File: config.mk
export PLATFORM = sky130hd
export DESIGN_NAME = huff_code_rx
export DESIGN_NICKNAME = d
export VERILOG_FILES = /design/src/rtl/huff_pkg.sv /design/src/rtl/huff_code_table.sv /design/src/rtl/huff_code_rx.sv
export SDC_FILE = /design/constraint.sdc
export NUM_CORES = 1
export LEC_CHECK = 0
export ABC_CLOCK_PERIOD_IN_PS = 3200
export BUFFER_PORTS_ARGS = -buffer_cell sky130_fd_sc_hd__buf_2
export CAP_MARGIN = 20
export CELL_PAD_IN_SITES_DETAIL_PLACEMENT = 1
export CELL_PAD_IN_SITES_GLOBAL_PLACEMENT = 2
export CORE_MARGIN = 2
export CORE_UTILIZATION = 40
export CTS_CLUSTER_DIAMETER = 40
export DETAILED_ROUTE_END_ITERATION = 8
export PLACE_DENSITY_LB_ADDON = 0.1
export SYNTH_ARGS = -nofsm -noshare
export SYNTH_HDL_FRONTEND = slang
export SYNTH_HIERARCHICAL = 1
export SYNTH_SLANG_ARGS = --single-unit
File: constraint.sdc
create_clock -name Clk_in -period 3.2 [get_ports Clk_in]
set_clock_uncertainty 0.1 [all_clocks]
set_input_delay 0.48 -clock Clk_in [delete_from_list [all_inputs] [get_ports Clk_in]]
set_output_delay 0.48 -clock Clk_in [all_outputs]
set_load 0.05 [all_outputs]
File: src/rtl/huff_pkg.sv
// Shared definitions for the Huffman code serializer and receiver.
// Field widths, table size and the receiver FSM encoding live here.
package huff_pkg;

  localparam int NUM_SYM = 10;
  localparam int LEN_W   = 4;
  localparam int CODE_W  = 9;
  localparam int CODE_PW = LEN_W + CODE_W;

  // Pre-sized constants so comparisons against LEN_W-bit counters stay width-clean.
  localparam logic [LEN_W-1:0] LEN_LAST = LEN_W'(LEN_W - 1);
  localparam logic [LEN_W-1:0] CODE_MAX = LEN_W'(CODE_W);
  localparam logic [LEN_W-1:0] SYM_LAST = LEN_W'(NUM_SYM - 1);

  typedef logic [CODE_PW-1:0] code_word_t;

  typedef enum logic [2:0] {
    ST_IDLE,
    ST_LEN,
    ST_BITS,
    ST_DONE,
    ST_ERR
  } rx_state_t;

endpackage

File: src/rtl/huff_code_table.sv
// NUM_SYM x CODE_PW register file: one write port, synchronous clear,
// combinational read that returns zero for out-of-range addresses.
module huff_code_table
  import huff_pkg::*;
(
  input  logic             Clk_in,
  input  logic             n_Rst,
  input  logic             clr,
  input  logic             wr_en,
  input  logic [LEN_W-1:0] wr_addr,
  input  code_word_t       wr_data,
  input  logic [LEN_W-1:0] rd_addr,
  output code_word_t       rd_data
);

  code_word_t mem [NUM_SYM];

  // NOTE: the table is small and must read as zero straight after reset,
  // so every entry sits on the async reset rather than being left uninitialised.
  always_ff @(posedge Clk_in or negedge n_Rst) begin
    if (!n_Rst) begin
      for (int i = 0; i < NUM_SYM; i++) mem[i] <= '0;
    end else if (clr) begin
      for (int i = 0; i < NUM_SYM; i++) mem[i] <= '0;
    end else if (wr_en) begin
      for (int i = 0; i < NUM_SYM; i++)
        if (wr_addr == LEN_W'(i)) mem[i] <= wr_data;
    end
  end

  // Decoded read: addresses NUM_SYM..15 never match and fall through to zero.
  always_comb begin
    rd_data = '0;
    for (int i = 0; i < NUM_SYM; i++)
      if (rd_addr == LEN_W'(i)) rd_data = mem[i];
  end

endmodule

File: src/rtl/huff_code_rx.sv
// Serial receiver for framed Huffman codes: 4-bit length MSB-first, then that
// many code bits MSB-first. Rebuilds the code table and reports each symbol.
module huff_code_rx
  import huff_pkg::*;
(
  input  logic             Clk_in,
  input  logic             n_Rst,
  input  logic             Start_in,
  input  logic             Din,
  input  logic             Din_vld,
  input  logic [LEN_W-1:0] Rd_idx,
  output code_word_t       Rd_code,
  output logic             Sym_done,
  output logic [LEN_W-1:0] Sym_idx,
  output code_word_t       Sym_code,
  output logic             Table_done,
  output logic             Err,
  output logic             Busy
);

  rx_state_t         state;
  logic [LEN_W-1:0]  len_sh;
  logic [CODE_W-1:0] code_sh;
  logic [LEN_W-1:0]  bit_cnt;
  logic [LEN_W-1:0]  sym_cnt;

  logic [LEN_W-1:0]  len_nx;
  logic [CODE_W-1:0] code_nx;
  logic [LEN_W-1:0]  cnt_nx;
  logic              sym_cmp;
  code_word_t        sym_word;

  assign len_nx  = {len_sh[LEN_W-2:0], Din};
  assign code_nx = {code_sh[CODE_W-2:0], Din};
  assign cnt_nx  = bit_cnt + 1'b1;

  // Symbol completes on the accepting edge; a coincident Start_in wins.
  // NOTE: defaults first so every path assigns every output -- no latches.
  always_comb begin
    sym_cmp  = 1'b0;
    sym_word = '0;
    if (!Start_in && Din_vld) begin
      if (state == ST_LEN && bit_cnt == LEN_LAST && len_nx == '0) begin
        sym_cmp = 1'b1;
      end else if (state == ST_BITS && cnt_nx == len_sh) begin
        sym_cmp  = 1'b1;
        sym_word = {len_sh, code_nx};
      end
    end
  end

  huff_code_table u_table (
    .Clk_in  (Clk_in),
    .n_Rst   (n_Rst),
    .clr     (Start_in),
    .wr_en   (sym_cmp),
    .wr_addr (sym_cnt),
    .wr_data (sym_word),
    .rd_addr (Rd_idx),
    .rd_data (Rd_code)
  );

  // NOTE: all state updates use non-blocking assignments so every register
  // samples pre-edge values regardless of statement order.
  always_ff @(posedge Clk_in or negedge n_Rst) begin
    if (!n_Rst) begin
      state      <= ST_IDLE;
      len_sh     <= '0;
      code_sh    <= '0;
      bit_cnt    <= '0;
      sym_cnt    <= '0;
      Sym_done   <= 1'b0;
      Sym_idx    <= '0;
      Sym_code   <= '0;
      Table_done <= 1'b0;
      Err        <= 1'b0;
    end else begin
      Sym_done <= 1'b0;
      if (Start_in) begin
        state      <= ST_LEN;
        len_sh     <= '0;
        code_sh    <= '0;
        bit_cnt    <= '0;
        sym_cnt    <= '0;
        Table_done <= 1'b0;
        Err        <= 1'b0;
      end else if (sym_cmp) begin
        Sym_done <= 1'b1;
        Sym_idx  <= sym_cnt;
        Sym_code <= sym_word;
        sym_cnt  <= sym_cnt + 1'b1;
        bit_cnt  <= '0;
        len_sh   <= '0;
        code_sh  <= '0;
        if (sym_cnt == SYM_LAST) begin
          state      <= ST_DONE;
          Table_done <= 1'b1;
        end else begin
          state <= ST_LEN;
        end
      end else if (Din_vld) begin
        case (state)
          ST_LEN: begin
            len_sh <= len_nx;
            if (bit_cnt == LEN_LAST) begin
              bit_cnt <= '0;
              if (len_nx > CODE_MAX) begin
                state <= ST_ERR;
                Err   <= 1'b1;
              end else begin
                state   <= ST_BITS;
                code_sh <= '0;
              end
            end else begin
              bit_cnt <= cnt_nx;
            end
          end
          ST_BITS: begin
            code_sh <= code_nx;
            bit_cnt <= cnt_nx;
          end
          default: ;
        endcase
      end
    end
  end

  assign Busy = (state == ST_LEN) || (state == ST_BITS);

endmodule

-- Word-level counts from Yosys, hierarchy flattened
Cells that the tools add are included.
- div/mod/pow operators: 0
- bitwise logic cells: 1
- muxes and demuxes: 63
- magnitude comparators: 1
- shift operators: 0
- add/subtract/negate cells: 2
- multiply operators: 0
- reduce and logical (&&, ||, !) cells: 44
- equal/unequal tests: 25
- operators by type and width (cell ; number):
    $mux 13 ; 23
    $mux 130 ; 2
    $mux 4 ; 10
    $mux 8 ; 5
    $eq 4x3->1 const B ; 8
    $reduce_bool 2->1 ; 15
    $reduce_and 2->1 ; 13
    $eq 4x2->1 const B ; 5
    $mux 3 ; 6
    $eq 4x4->1 const B ; 4
    $pmux 8 s2 ; 1
    $mux 1 ; 14
    $logic_not 4->1 ; 3
    $reduce_bool 3->1 ; 3
    $add 4x1->4 const B ; 2
    $eq 4x1->1 const B ; 2
    $pmux 4 s2 ; 1
    $reduce_and 5->1 ; 1
    $eq 4x4->1 ; 1
    $gt 4x4->1 const B ; 1
    $logic_and 1x1->1 ; 4
    $ne 4x3->1 const B ; 1
    $ne 4x4->1 const B ; 1
    $reduce_and 4->1 ; 1
    9 further kinds ; 9
- RAM bits: 0
- logic and storage cells: 156
- memories kept: 0
- input bits: 9
- register bits after elaboration: 173
- bits in read-only memories: 0
- latch bits: 0

-- Logic depth before layout (Yosys ltp)
- word-level depth: 11
- gate-level depth with buffers: 11

-- By module
The synthesis kept the hierarchy.
- by module, submodules not included (module ; instances ; area an instance (um^2) ; cells each ; seq. area each (um^2)):
    huff_code_table ; 1 ; 6909.1 ; 712 ; 3253.1
    huff_code_rx ; 1 ; 1985.7 ; 174 ; 1076.0

-- Least setup slack after synthesis
OpenSTA, ideal clock, no wires.
- kind: reg-to-reg
- start point: reg bit_cnt[0]
- end point: reg u_table/mem[15] in the netlist's numbering
- setup slack: 368 ps
- data required time: 2968 ps
- library setup time: 132 ps
- stages on the path, launching flop included: 12
- data arrival time: 2600 ps
- cell sequence: dfrtp_1 -> ha_1 -> xor3_1 -> nor3_2 -> a31oi_4 -> inv_1 -> nor3b_2 -> and3b_1 -> buf_2 -> buf_6 -> mux2i_1 -> nor2_1
- elaborated cells on any way between the ends: 17
- classes of those cells: 1 x add/sub; 2 x eq/ne; 9 x mux; 5 x reduce/logical
- RTL lines (what ; line ; source):
    start: declaration ; huff_code_rx.sv:24 ; logic [LEN_W-1:0] bit_cnt;
    start signal: assignment ; huff_code_rx.sv:115 ; bit_cnt <= cnt_nx;
    start signal: assignment ; huff_code_rx.sv:120 ; bit_cnt <= cnt_nx;
    $add 4x1->4 ; huff_code_rx.sv:35 ; assign cnt_nx = bit_cnt + 1'b1;
    $eq 4x4->1 ; huff_code_rx.sv:45 ; end else if (state == ST_BITS && cnt_nx == len_sh) begin
    $logic_and 1x1->1 ; huff_code_rx.sv:45 ;
    $mux 1 ; huff_code_rx.sv:45 ;
    $mux 1 (*) ; huff_code_rx.sv:43 ; if (state == ST_LEN && bit_cnt == LEN_LAST && len_nx == '0) begin
    $mux 1 (*) ; huff_code_rx.sv:42 ; if (!Start_in && Din_vld) begin
    named net sym_cmp ; huff_code_rx.sv:30 ; logic sym_cmp;
    $reduce_bool 2->1 (no source line) (*) ; -- ;
    $reduce_and 2->1 (no source line) (*) ; -- ;
    end signal: indexed assignment ; huff_code_table.sv:27 ; if (wr_addr == LEN_W'(i)) mem[i] <= wr_data;
    end: declaration ; huff_code_table.sv:16 ; code_word_t mem [NUM_SYM];
The timed path passes the listed nets; every way through them passes the cells marked *. The select of a mux whose other input is x is not followed.
A chain may end at the register's enable or synchronous reset.

-- Worst setup path in the final report
- start point: in Rd_idx[1]
- end point: out Rd_code[9]
- cells in the longest elaborated chain, start to end: 11
- elaborated cells on any way between the ends: 20
- classes of those cells: 9 x eq/ne; 10 x mux; 1 x reduce/logical
- ends and longest elaborated chain (what ; line ; source):
    start: declaration ; huff_code_rx.sv:11 ; input logic [LEN_W-1:0] Rd_idx,
    $logic_not 4->1 ; huff_code_table.sv:35 ; if (rd_addr == LEN_W'(i)) rd_data = mem[i];
    $mux 13 (9 in series) ; huff_code_table.sv:35 ;
    $mux 13 (*) ; huff_code_table.sv:35 ;
    end: declaration ; huff_code_rx.sv:12 ; output code_word_t Rd_code,
Mark *: on every way between the ends. The rest lies on a longest branch, timed or not.

==> impl_metrics.toml <==
[yosys]
synth_cells = 886
yosys_warnings = 6
ys_types = 50
yosysMostFrequentCell = "dfrtp_1"
synth_commonest_cells = "dfrtp_1, nor2_1, mux2i_1"
yosysSeqAreaShare = 0.487
yosysTopAreaCell = "dfrtp_1"
yosys.area.top_type_share = 0.487
synth_area_leaders = "dfrtp_1, mux2i_1, nor2_1"
synth_edf_count = 0
synth.ff_latch_count = 173
syn-num-nets = 898
ys.flop_type = "dfrtp_1"
syn-cell-area_um2 = 8890
async_reset_ff_frac = 1.00
syn_avg_cell_area_um2 = 10.0

[layout]
area_growth_pct = 14.5
fin_nets = 936
fillerInstances = 2427
num_antenna_cells = 0
drive_above_1_share = 0.159

[critical_path]
reg2reg_slack_ps = 280
reg2reg_depth = 10
cp_max_fo = 19
worst_setup_path_end_kind = "primary output"
r2r_start = "bit_cnt[0]"
arrival_ps = 2440
r2r-end = "u_table/mem[23]"
worst_ep_required_time_ps = 2620
worstSetupStartpointType = "primary input"
worstSetupPathType = "primary input to primary output"

[clocking]
cts_buffer_depth = 2
post-cts-setup-buffer-count = 0
cts.clk_slew.worst_paths_ps = 80
numCtsBuffers = 17
cts_tree = "done"
insertion_delay_ps = 440
root_buffer = "clkbuf_16"
cts.sinks = 173
h-tree-depth = 4

[route]
dr.pass1.iters = 5
routedWlPerCell_um = 22.2
num_vias = 6930
drtAntennaViolNets = 0
wirelength_mm = 27.1
vias_per_cell = 5.69
initialDrtViolationCount = 423
drc = 0

[global_route]
track_usage = 0.237
grt_first_pass_wirelength_mm = 43.1
grt.overflow.total = 0
grt_max_degree = 92
grt_pass1_vias = 7286
grt_antenna_before_repair = 0

[sta]
fmax_mhz = 331
tns_ps = 0
tightest_slew_ps = 1030
setup_viol = 0
period_minus_slack_ps = 3020
final_hold_viol_count = 0
slew_viol_final = 0
fin_crit_sh = 0.945
max_slew_margin = 0.312
rsz0062_at_grt = "no"

[floorplan]
die_area_um2 = 23400
dieHeight_um = 153
core_area_um2 = 21800
start_util = 0.408
rows = 54
die_width_um = 153
ios = 43

[place]
gp_congestion = 0.822
numPortBuffers = 42
hpwlAfterDp_mm = 18.3

[power]
power_uw = 4660
p_leak_uw = 0.00479
ir_drop_mv = 0.282
powerDensity_nw_per_um2 = 458

[hold_path]
hp-start = "Din"
hold_depth = 2
worstHoldPathType = "primary input to register"
holdPathEnd = "code_sh[0]"

[run_status]
status = "completed"

[run]
cap_violations = 0
-- worst max-delay path, stage by stage --
cell and delay (ps):
buf_2 410, nor3b_2 160, buf_12 200, a211oi_1 430, o21ai_0 260, a32o_1 280
buf_2 210
-- sequential cells by signal, summed over array words and instances, names as in the netlist --
name / count
u_table/mem: 130
Sym_code: 13
code_sh: 8
Sym_idx: 4
bit_cnt: 4
len_sh: 4
sym_cnt: 4
state: 3
Err: 1
Sym_done: 1
Table_done: 1
-- what timing repair did --
action | 4_1_cts | 5_1_grt
endpoints found under the hold margin | 58 | 0
setup endpoints to repair | 0 | 0
hold buffers | 1 | 0
gates resized for setup | 0 | 0
-- cells in the final DEF (no fill, tap or decap), types with 3 or more instances in the layout --
cell / n
xor2_1: 3
and2_1: 15
nand2_1: 60
inv_8: 3
a21o_1: 14
inv_1: 6
a22o_1: 12
a221o_1: 26
clkbuf_16: 17
nand3_1: 8
xnor2_1: 3
nor3b_1: 3
nor3_4: 3
buf_2: 40
nand3b_1: 14
nor2_1: 132
mux2_2: 3
nor3_1: 4
a21oi_1: 42
nand2b_1: 5
ha_1: 3
clkinv_8: 6
a211oi_1: 13
buf_4: 52
o21ai_0: 70
buf_12: 6
inv_6: 3
dfrtp_1: 173
a32o_1: 18
o21bai_1: 13
mux2i_1: 106
nor2b_1: 28
-- per-stage QoR --
stage | util | setup slack (ps) | cell area [um2] | hold slack [ps] | cells
2_1_floorplan | - | 368 | 8890 | 84.4 | 886
3_3_place_gp | 0.437 | 51.0 | 9540 | 358 | 1182
3_5_place_dp | 0.437 | 13.9 | 9540 | 360 | 1182
4_1_cts | 0.466 | 19.0 | 10200 | 258 | 1215
5_1_grt | 0.467 | 38.0 | 10200 | 260 | 1217
6_report | 0.467 | 177 | 10200 | 268 | 1217
-- final cells by class --
| class | count | area [um2] | area share |
|---|---|---|---|
| clock inverters | 15 | 191 | 0.0188 |
| multi-input cells | 625 | 4130 | 0.406 |
| flip-flops and latches | 173 | 4330 | 0.425 |
| clock buffers | 17 | 425 | 0.0418 |
| repair buffers | 100 | 732 | 0.0719 |
| well taps | 280 | 350 | 0.0344 |
| inverters | 7 | 26.3 | 0.00258 |
-- power breakdown --
part | total, uW | internal, uW | switching [uW]
combinational | 339 | 97.2 | 242
clock | 2130 | 1070 | 1060
sequential | 2200 | 2190 | 7.60
total | 4660 | 3350 | 1310
-- layer usage --
metal  track usage  wire length [um]  up-vias
li1              -                 -     3188
met1         0.342             13100     3585
met2         0.371             12500      126
met3        0.0352               882       31
met4        0.0736               563        0
met5             0                 0        -
-- how the worst max path moves through the flow --
stage / start / to / slack, ps / depth (start not counted)
finish: Rd_idx[1] / Rd_code[9] / 180 / 7
global route: bit_cnt[0] / u_table/mem[117] / 40 / 9
CTS: Rd_idx[3] / Rd_code[4] / 20 / 6
detailed placement: Rd_idx[3] / Rd_code[8] / 10 / 6
global placement: Rd_idx[3] / Rd_code[11] / 50 / 6
floorplan: bit_cnt[0] / u_table/mem[15] / 370 / 11
-- kinds of logic (layout without fill, tap and decap cells) --
group | after synthesis | after routing | synth area share
XOR/XNOR | 7 | 7 | 0.00858
buffers and inverters | 88 | 139 | 0.0488
multiplexers | 109 | 109 | 0.123
AND/OR/NAND/NOR | 291 | 291 | 0.162
adder cells (fa/ha/maj) | 3 | 3 | 0.00422
flip-flops | 173 | 173 | 0.487
AO/OA/AOI/OAI | 215 | 215 | 0.166
Note: power is estimated with default switching activity, not from simulation.
